**src/rtl/ant_switch_allocator.sv**
```systemverilog
// Switch allocator for the ant router: one round-robin arbiter per output port,
// gated by downstream credits, producing registered crossbar grants.
module ant_switch_allocator #(
    parameter int N       = 5,
    parameter int M       = 5,
    parameter int CREDITS = 4
) (
    input  logic                                   i_clk,
    input  logic                                   i_reset,
    input  logic [0:N-1][M-1:0]                    i_output_req,
    input  logic [M-1:0]                           i_credit_return,
    output logic [0:N-1][M-1:0]                    o_grant,
    output logic [0:N-1]                           o_input_ack,
    output logic [M-1:0]                           o_output_val,
    output logic [0:M-1][$clog2(N)-1:0]            o_output_sel,
    output logic [0:M-1][$clog2(CREDITS+1)-1:0]    o_credit_count,
    output logic [0:N-1]                           o_req_error,
    output logic [M-1:0]                           o_credit_err
);

    localparam int SEL_W = $clog2(N);
    localparam int CNT_W = $clog2(CREDITS + 1);

    logic [0:N-1]              req_vld_p0;
    logic [0:N-1]              req_err_p0;
    logic [0:N-1][M-1:0]       grant_p0;
    logic [M-1:0]              out_vld_p0;
    logic [0:M-1][SEL_W-1:0]   out_sel_p0;
    logic [0:M-1][SEL_W-1:0]   rr_ptr;
    logic [0:M-1][CNT_W-1:0]   credit_cnt;

    function automatic logic [SEL_W-1:0] ptr_next(input logic [SEL_W-1:0] winner);
        return (winner == SEL_W'(N - 1)) ? '0 : winner + 1'b1;
    endfunction

    // A return arriving at a full counter is dropped; the error flag reports it.
    function automatic logic [CNT_W-1:0] credit_next(input logic [CNT_W-1:0] cnt,
                                                     input logic gnt,
                                                     input logic ret);
        logic [CNT_W-1:0] res;
        res = cnt;
        if (gnt && !ret)
            res = cnt - 1'b1;
        else if (!gnt && ret && cnt != CNT_W'(CREDITS))
            res = cnt + 1'b1;
        return res;
    endfunction

    // Inputs whose grant is still visible are masked to avoid a double grant.
    always_comb begin
        for (int i = 0; i < N; i++) begin
            req_err_p0[i] = ($countones(i_output_req[i]) > 1);
            req_vld_p0[i] = $onehot(i_output_req[i]) && !o_input_ack[i];
        end
    end

    always_comb begin
        logic [SEL_W-1:0] idx;
        int               sum;
        grant_p0   = '0;
        out_vld_p0 = '0;
        out_sel_p0 = '0;
        idx        = '0;
        sum        = 0;
        for (int j = 0; j < M; j++) begin
            if (credit_cnt[j] != '0) begin
                for (int k = 0; k < N; k++) begin
                    sum = int'(rr_ptr[j]) + k;
                    if (sum >= N)
                        sum = sum - N;
                    idx = SEL_W'(sum);
                    if (!out_vld_p0[j] && req_vld_p0[idx] && i_output_req[idx][j]) begin
                        out_vld_p0[j]      = 1'b1;
                        out_sel_p0[j]      = idx;
                        grant_p0[idx][j]   = 1'b1;
                    end
                end
            end
        end
    end

    // ---- stage boundary: registered grants, pointers and credits ----
    always_ff @(posedge i_clk) begin
        if (i_reset) begin
            o_grant      <= '0;
            o_input_ack  <= '0;
            o_output_val <= '0;
            o_output_sel <= '0;
            o_req_error  <= '0;
            o_credit_err <= '0;
            rr_ptr       <= '0;
            for (int j = 0; j < M; j++)
                credit_cnt[j] <= CNT_W'(CREDITS);
        end else begin
            o_grant      <= grant_p0;
            o_output_val <= out_vld_p0;
            o_output_sel <= out_sel_p0;
            o_req_error  <= req_err_p0;
            for (int i = 0; i < N; i++)
                o_input_ack[i] <= |grant_p0[i];
            for (int j = 0; j < M; j++) begin
                credit_cnt[j]   <= credit_next(credit_cnt[j], out_vld_p0[j], i_credit_return[j]);
                o_credit_err[j] <= i_credit_return[j] && !out_vld_p0[j] &&
                                   (credit_cnt[j] == CNT_W'(CREDITS));
                if (out_vld_p0[j])
                    rr_ptr[j] <= ptr_next(out_sel_p0[j]);
            end
        end
    end

    assign o_credit_count = credit_cnt;

endmodule

```
**config.mk**
```make
export PLATFORM = sky130hd
export DESIGN_NAME = ant_switch_allocator
export DESIGN_NICKNAME = d
export VERILOG_FILES = /design/src/rtl/ant_switch_allocator.sv
export SDC_FILE = /design/constraint.sdc
export NUM_CORES = 1
export LEC_CHECK = 0
export ABC_AREA = 1
export CORE_ASPECT_RATIO = 1.25
export CORE_UTILIZATION = 53
export CTS_CLUSTER_DIAMETER = 30
export CTS_CLUSTER_SIZE = 25
export DETAILED_ROUTE_END_ITERATION = 12
export MAX_ROUTING_LAYER = met4
export PLACE_DENSITY = 0.79
export SLEW_MARGIN = 15
export SYNTH_ARGS = -nofsm -noshare
export SYNTH_HDL_FRONTEND = slang
export SYNTH_SLANG_ARGS = --single-unit
export TNS_END_PERCENT = 20
```
**constraint.sdc**
```tcl
create_clock -name i_clk -period 4.8 [get_ports i_clk]
set_input_delay 1.44 -clock i_clk [delete_from_list [all_inputs] [get_ports i_clk]]
set_output_delay 1.44 -clock i_clk [all_outputs]
set_load 0.02 [all_outputs]
```
==> impl_metrics.json, run 1 <==
{
  "status": "finished with violations",
  "violations": "setup timing",
  "reg2reg_from": "rr_ptr[3]",
  "route.detailed.drc": 0,
  "reg2regPathDepth": 23,
  "fin_nets": 2025,
  "routed-via-count": 11680,
  "clock_latency_ps": 360,
  "start_util_pct": 54.35,
  "ys_warn_count": 0,
  "insertedDiodeCount": 0,
  "slew_viol_final": 0,
  "grt_max_degree": 36,
  "syn_nets": 1711,
  "crit_type": "input pin to register",
  "fp-row-count": 54,
  "crit_start": "i_output_req[13]",
  "finalSetupViolations": 1,
  "hold_viol_final": 0,
  "grt_pass1_wl_um": 50460,
  "reg2reg_slack_ps": 850,
  "chipHeight_um": 152.1,
  "hold_path.startpoint": "o_credit_count[9]",
  "grt_overflow": 0,
  "gr-usage-met2_pct": 59.62,
  "cp_max_fo": 5,
  "track_usage_pct": 34.82,
  "layout_setup_ws_ps": -48.93,
  "clkSlewWorstSetupHoldPaths_ps": 70,
  "clock_skew_ps": 8.672,
  "cts_hold_buffers": 0,
  "synth_cell_types": 53,
  "wirelength_um": 32540,
  "cp-end-kind": "register",
  "gp_congestion": 1.102,
  "crit_required_ps": 5000,
  "worst_r2r_endpoint": "o_credit_count[5]",
  "fin_crit_sh_pct": 101.0,
  "hpwl_um": 25140,
  "critPathArrivalTime_ps": 5050,
  "n_fill_cell": 1386,
  "antenna_found_initial": 0,
  "clockBufferDepth": 2,
  "met1_usage_pct": 40.08,
  "met3_usage_pct": 4.092,
  "synth-seq-cells": 90,
  "ant_nets": 0,
  "io_buffers": 106,
  "place_ws_ps": -898.3,
  "htree_levels": 3,
  "ios": 107,
  "post-route-min-period_ps": 4849,
  "cts_sinks": 90,
  "clock-root-buffer": "clkbuf_16",
  "grt.busiest_layer": "met2",
  "post_drt_wl_per_cell_um": 15.17,
  "min_path_cells": 1,
  "worst_pin_slew_ps": 997.9,
  "cts_made_buffers": 9,
  "drv_cap": 0,
  "drt-initial-drc-count": 989,
  "fmax_mhz": 206.2,
  "synth.avg_cell_area_um2": 5.960,
  "hold_end": "o_credit_count[9]",
  "synthCells": 1602,
  "synth_area_um2": 9548,
  "cts_tree": "built",
  "drive_gt1_share_pct": 26.39,
  "synth_seq_area_share_pct": 18.87,
  "cp-start-kind": "input pin",
  "core_area_um2": 17570,
  "slew_headroom_pct": 33.40,
  "die_w_um": 122.1,
  "hp-class": "register to register",
  "grt_pass1_vias": 10760,
  "rsz0062_at_grt": "true",
  "vias_per_cell": 5.447,
  "syn_to_final_growth_pct": 40.98,
  "dieArea_um2": 18560,
  "firstDrtPassIters": 6
}
-- metal layers --
metal,vias up,wire (µm)
met1,5303,12830
met3,123,1814
met5,-,0
met2,487,16490
li1,5771,-
met4,0,1402
-- final cells by class --
| cell class | instances | area [µm²] | share of cell area [%] |
|---|---|---|---|
| clock buffer | 10 | 229.0 | 1.701 |
| clock inverter | 6 | 48.80 | 0.3625 |
| inverter | 248 | 940.9 | 6.990 |
| multi-input combinational | 1247 | 7468 | 55.48 |
| sequential | 90 | 1802 | 13.39 |
| tap | 224 | 280.3 | 2.082 |
| timing repair buffer | 320 | 2691 | 19.99 |
-- synth_stat cells, drive strengths merged --
library cell | number | area (µm²)
a21boi | 3 | 26.28
a21oi | 46 | 249.0
a22oi | 2 | 15.01
a2bb2oi | 2 | 17.52
a31oi | 3 | 18.77
and3 | 1 | 6.260
buf | 9 | 63.80
clkbuf | 8 | 31.28
dfxtp | 90 | 1802
fa | 19 | 380.4
ha | 58 | 725.7
inv | 248 | 933.4
nand2 | 466 | 1872
nand3 | 194 | 1034
nand3b | 9 | 67.56
nand4 | 52 | 382.9
nor2 | 243 | 993.5
nor3 | 17 | 95.09
nor4 | 3 | 18.77
o211ai | 13 | 97.59
o21a | 4 | 30.03
o21ai | 79 | 395.4
o221ai | 1 | 8.760
o22ai | 4 | 25.02
o311ai | 1 | 8.760
o31ai | 1 | 7.510
or2 | 4 | 27.53
xnor2 | 3 | 26.28
xor2 | 19 | 188.9
-- kinds of logic after synthesis --
logic type / count (synthesis) / share of synthesized area, %
xor+xnor: 22 / 2.254
buf+inv: 265 / 10.77
fa+ha+maj: 77 / 11.58
flops: 90 / 18.87
compound gates: 159 / 9.422
simple gates: 989 / 47.10
-- critical path, cell delays in order --
cell and delay, ps:
buf_6 110, fa_1 550, inv_2 50, fa_2 380, inv_2 80, ha_4 200, nor2_4 180, nand4_1 280
nand3_1 180, nand3_1 80, nand2_1 100, nand2_1 60, nand2_2 100, buf_6 120, nor2_4 50, nand2_2 90
nor2_2 50, nand2_1 70, nand2_2 70, inv_2 60, nand2_2 70, fa_2 390, inv_2 70, nand2_2 60
nand3_1 80, nand3_1 70
-- cells in the final DEF, fill, tap and decap left out, drive strengths merged, types with 4 or more instances in the layout --
master and n:
a21oi 46, buf 224, clkbuf 16, clkdlybuf4s50 90, dfxtp 90, fa 19, ha 58, inv 250
nand2 466, nand3 194, nand3b 9, nand4 52, nor2 243, nor3 17, o211ai 13, o21a 4
o21ai 79, o22ai 4, or2 4, xor2 19
-- how the worst max path moves through the flow --
| stage | end | slack, ps | cells after the start |
|---|---|---|---|
| after floorplan | o_credit_count[8] | -9 | 23 |
| after global placement | o_credit_count[8] | -780 | 26 |
| after detailed placement | o_credit_count[8] | -900 | 26 |
| after CTS | rr_ptr[5] | -0.4 | 26 |
| after global routing | o_credit_count[14] | -180 | 26 |
| final | o_credit_count[14] | -50 | 26 |
-- repair_timing --
item	CTS	global route
gates resized for setup	93	190
setup buffers	8	25
endpoints found under the setup margin	67	45
pin swaps	26	96
-- state kept, by name, indices dropped and copies added (netlist names) --
register / flops
o_credit_count: 15
o_credit_err: 5
o_grant: 25
o_input_ack: 5
o_output_sel: 15
o_output_val: 5
o_req_error: 5
rr_ptr: 15
-- stage by stage --
step / hold slack [ps] / setup TNS (ps) / utilization [%] / area, µm² / std cells
5_1_grt: 540.8 / -1222 / 76.62 / 13460 / 2145
3_5_place_dp: 484.0 / -42810 / 69.47 / 12200 / 2096
2_1_floorplan: 531.1 / -9.312 / - / 9578 / 1602
3_3_place_gp: 470.5 / -35070 / 69.47 / 12200 / 2096
4_1_cts: 497.1 / -0.4210 / 72.70 / 12770 / 2120
6_report: 496.3 / -48.93 / 76.62 / 13460 / 2145
Power of run 1 is left out: the tool's default activity adds up to more than one toggle a clock period on the data nets, which glitch-free logic cannot reach.
==> run 2, diff against run 1 <==
PLACE_DENSITY = not set   (was 0.79)
PLACE_DENSITY_LB_ADDON = 0.2   (was not set)
==> run 2 against run 1 <==
Net effect: the run now ends clean; design area is 1.4% higher; non-clock buffer count rose by 22; maximum frequency up 1.2%; setup slack improved by 58 ps; critical path depth is 1 lower; flip-flop and latch count stayed put; core utilization rose by 1.0 points; sequential share of layout area shrank 0.18 points; via count grew 1.4%; highest routed layer unchanged; die area unchanged; first-iteration DRC count rose by 1.4%.
==> impl_metrics.json, run 2 (synthesized netlist as in run 1, its figures left out) <==
{
  "syn_to_final_growth_pct": 42.90,
  "grt_pass1_vias": 11010,
  "crit_start": "i_output_req[3]",
  "fin_crit_sh_pct": 99.81,
  "dieArea_um2": 18560,
  "track_usage_pct": 35.58,
  "n_fill_cell": 1398,
  "layout_commonest_cell": "nand2_1",
  "drive_gt1_share_pct": 27.38,
  "cts_made_buffers": 9,
  "clock-root-buffer": "clkbuf_16",
  "place_inst": 2099,
  "critPathArrivalTime_ps": 5000,
  "wl_met2_um": 16490,
  "chipHeight_um": 152.1,
  "slew_viol_final": 0,
  "finalSetupViolations": 0,
  "firstDrtPassIters": 6,
  "fmax_mhz": 208.7,
  "critPathSlowestCell": "fa_1",
  "final_util_pct": 77.67,
  "cp_top_family": "adder cells",
  "drt-initial-drc-count": 1003,
  "die_w_um": 122.1,
  "wl_met1_um": 13100,
  "fin_cells": 2167,
  "path_common_cell": "inv_2",
  "clockBufferDepth": 2,
  "post-route-min-period_ps": 4791,
  "cp-start-kind": "input pin",
  "rsz0062_at_grt": "true",
  "route.detailed.drc": 0,
  "wl_met3_um": 1913,
  "path_depth": 25,
  "routed-via-count": 11850,
  "post_drt_wl_per_cell_um": 15.21,
  "reg2regPathDepth": 22,
  "crit_path_max_incr_delay_ps": 540,
  "hp-class": "register to register",
  "top_layer_used": "met4",
  "cts_hold_buffers": 0,
  "reg2reg_slack_ps": 880,
  "worst_pin_slew_ps": 895.3,
  "clkSlewWorstSetupHoldPaths_ps": 70,
  "clock_skew_ps": 9.145,
  "ios": 107,
  "insertedDiodeCount": 0,
  "cp-end-kind": "register",
  "hold-worst-slack_ps": 502.9,
  "critPathBufInv": 8,
  "hpwl_um": 25230,
  "start_util_pct": 54.35,
  "slew_headroom_pct": 40.25,
  "crit_required_ps": 5010,
  "wirelength_um": 32960,
  "top_register": "o_grant",
  "largest_register_ffs": 25,
  "hold_viol_final": 0,
  "layout_common_cells": "396 x nand2_1, 216 x buf_4, 205 x inv_1, 196 x nor2_1, 149 x nand3_1",
  "core_area_um2": 17570,
  "reg2reg_from": "rr_ptr[9]",
  "vias_per_cell": 5.467,
  "ant_nets": 0,
  "fp-row-count": 54,
  "worst_r2r_endpoint": "rr_ptr[11]",
  "antenna_found_initial": 0,
  "io_buffers": 106,
  "cts_sinks": 90,
  "cp-endpoint": "o_credit_count[2]",
  "gp_congestion": 1.002,
  "grt_pass1_wl_um": 51570,
  "grt_overflow": 0,
  "status": "completed",
  "fin_nets": 2047,
  "cp_max_fo": 6,
  "cts_tree": "built",
  "crit_type": "input pin to register",
  "grt_max_degree": 53,
  "htree_levels": 3,
  "clock_latency_ps": 360,
  "drv_cap": 0
}
## run 2: cell count changes in the layout (fill, tap and decap cells not counted), sizes merged
cell / delta
clkbuf: +2
clkinv: +1
buf: +19
clkinvlp: -2
bufinv: +2
## run 2: how the worst min path moves through the flow
stage	start	to	slack (ps)	cells past startpoint
finish	o_credit_count[9]	o_credit_count[9]	500	1
global route	o_credit_count[9]	o_credit_count[9]	550	1
CTS	o_credit_count[9]	o_credit_count[9]	500	1
detailed placement	o_credit_count[9]	o_credit_count[9]	490	1
global placement	o_credit_count[9]	o_credit_count[9]	480	1
floorplan	rr_ptr[5]	rr_ptr[5]	530	2
## run 2: layout make-up
| class | instances | area, µm² | area share, % |
|---|---|---|---|
| clock buffer | 9 | 225.2 | 1.651 |
| clock inverter | 7 | 98.84 | 0.7244 |
| sequential | 90 | 1802 | 13.21 |
| tap | 224 | 280.3 | 2.054 |
| inverter | 248 | 938.4 | 6.878 |
| multi-input combinational | 1247 | 7426 | 54.42 |
| timing repair buffer | 342 | 2874 | 21.06 |
## run 2: what timing repair did
| action | 4_1_cts | 5_1_grt |
|---|---|---|
| gates cloned | 0 | 0 |
| setup buffers | 33 | 20 |
| gates resized for setup | 103 | 174 |
| pin swaps | 39 | 90 |
| endpoints found under the setup margin | 65 | 49 |
## run 2: through the flow
| stage | area (µm²) | TNS [ps] | setup WS [ps] |
|---|---|---|---|
| CTS | 13060 | 0 | 9.019 |
| global route | 13640 | -2298 | -281.9 |
| floorplan | 9578 | -9.312 | -9.312 |
| finish | 13640 | 0 | 8.885 |
| global placement | 12230 | -36270 | -764.9 |
| detailed placement | 12230 | -41660 | -830.3 |
## run 2: routing by layer
layer  vias to the layer above  track usage (%)
li1                       5806                -
met1                      5445            41.16
met2                       482            60.88
met3                       114            3.979
met4                         0            15.85
met5                         -                -
Power of run 2 is left out for the same reason.
==> run 3, diff against run 2 <==
CELL_PAD_IN_SITES_DETAIL_PLACEMENT = 0   (was not set)
CELL_PAD_IN_SITES_GLOBAL_PLACEMENT = 2   (was not set)
CORE_UTILIZATION = 28   (was 53)
clock period = 3.9 ns   (was 4.8 ns; I/O delays follow)
==> run 3 against run 2 <==
Net effect: the run now ends with setup timing left; design area grew 7.5%; core utilization shrank 34 points; critical endpoint is now o_credit_count[8]; worst hold slack gained 12 ps; critical path depth is the same; clock skew grew 4.8 ps; setup slack lost 470 ps.
==> impl_metrics.json, run 3 (synthesized netlist as in run 1, its figures left out) <==
{
  "drt-initial-drc-count": 349,
  "cp-endpoint": "o_credit_count[8]",
  "status": "finished with violations",
  "clock-root-buffer": "clkbuf_16",
  "slew_headroom_pct": 37.28,
  "layout_setup_ws_ps": -456.6,
  "track_usage_pct": 22.17,
  "crit_type": "input pin to register",
  "fin_crit_sh_pct": 111.7,
  "largest_register_ffs": 25,
  "reg2reg_slack_ps": 250,
  "crit_start": "i_output_req[1]",
  "start_util_pct": 28.42,
  "top_register": "o_grant",
  "drv_cap": 0,
  "fp-row-count": 75,
  "violations": "setup timing",
  "critPathArrivalTime_ps": 4580,
  "place_area_um2": 12930,
  "cts_made_buffers": 9,
  "cp-start-kind": "input pin",
  "finalSetupViolations": 70,
  "place_ws_ps": -1513,
  "fmax_mhz": 229.5,
  "clock_latency_ps": 380,
  "clkSlewWorstSetupHoldPaths_ps": 60,
  "slew_viol_final": 0,
  "htree_levels": 3,
  "hold_viol_final": 0,
  "layout_common_cells": "362 x nand2_1, 236 x buf_4, 188 x inv_1, 176 x nor2_1, 133 x nand3_1",
  "routed-via-count": 11240,
  "syn_to_final_growth_pct": 53.66,
  "firstDrtPassIters": 5,
  "rsz0062_at_grt": "true",
  "cts_sinks": 90,
  "antenna_found_initial": 0,
  "dieArea_um2": 34850,
  "reg2reg_from": "rr_ptr[12]",
  "ios": 107,
  "core_area_um2": 33590,
  "clockBufferDepth": 2,
  "hpwl_um": 29990,
  "layout_commonest_cell": "nand2_1",
  "chipHeight_um": 208.5,
  "design_area_um2": 14670,
  "io_buffers": 106,
  "worst_pin_slew_ps": 939.8,
  "grt_pass1_vias": 11010,
  "route.detailed.drc": 0,
  "grt_overflow": 0,
  "grt_max_degree": 39,
  "final_util_pct": 43.67,
  "wirelength_um": 36640,
  "post_drt_wl_per_cell_um": 15.29,
  "drive_gt1_share_pct": 33.79,
  "min_path_cells": 2,
  "cts_tree": "built",
  "n_fill_cell": 3565,
  "worst_r2r_endpoint": "rr_ptr[14]",
  "cp_max_fo": 5,
  "ant_nets": 0,
  "hp-class": "register to register",
  "insertedDiodeCount": 0,
  "vias_per_cell": 4.688,
  "grt_pass1_wl_um": 59000,
  "die_w_um": 167.2,
  "clock_skew_ps": 13.99,
  "crit_required_ps": 4120,
  "cp-end-kind": "register",
  "reg2regPathDepth": 24,
  "post-route-min-period_ps": 4357,
  "timing.setup.tns_ps": -15630,
  "gp_congestion": 0.8850,
  "fin_nets": 2079
}
-- run 3: final cells by class --
type	instances	area, µm²	share of cell area [%]
sequential	90	1802	12.28
multi-input combinational	1247	7940	54.12
clock inverter	3	46.29	0.3155
inverter	248	940.9	6.413
tap	423	529.3	3.607
clock buffer	12	266.5	1.816
timing repair buffer	374	3147	21.45
-- run 3: worst min-delay path by stage --
| stage | from | to |
|---|---|---|
| global route | o_credit_count[11] | o_credit_count[11] |
| global placement | o_credit_count[9] | o_credit_count[9] |
| detailed placement | o_credit_count[9] | o_credit_count[9] |
| CTS | o_credit_count[9] | o_credit_count[9] |
| floorplan | rr_ptr[5] | rr_ptr[5] |
| finish | o_credit_count[11] | o_credit_count[11] |
-- run 3: layer usage --
layer	vias up	share of wire, %	track usage, %
met5	-	0	-
met4	0	1.7	5.947
met3	31	2.2	2.530
met2	151	51	39.30
met1	5172	45	26.37
li1	5884	-	-
-- run 3: what timing repair did --
| action | 4_1_cts | 5_1_grt |
|---|---|---|
| endpoints found under the setup margin | 85 | 82 |
| pin swaps | 101 | 79 |
| resized for setup | 262 | 113 |
| hold buffers | 0 | 0 |
| gates cloned | 0 | 0 |
| buffers inserted | 35 | 21 |
-- run 3: critical path: stages --
cell	delay (ps)
buf_6	100
fa_1	540
inv_2	50
fa_2	350
inv_2	70
ha_4	200
nor2_4	120
nand3_4	120
buf_6	160
nor2_4	160
buf_4	130
nand3_1	70
nand2_1	100
nand3_2	90
inv_2	100
nor2_1	60
nand2_2	80
nand2_4	40
or2_4	260
xor2_4	160
ha_4	170
o21ai_2	120
nand2_1	60
nand2_1	50
nand3_1	60
-- run 3: metrics by stage --
step | hold WS (ps) | cells
4_1_cts | 518.2 | 2377
5_1_grt | 556.1 | 2397
3_3_place_gp | 484.5 | 2328
3_5_place_dp | 502.3 | 2328
6_report | 514.6 | 2397
2_1_floorplan | 531.1 | 1602
Power of run 3 is left out for the same reason.
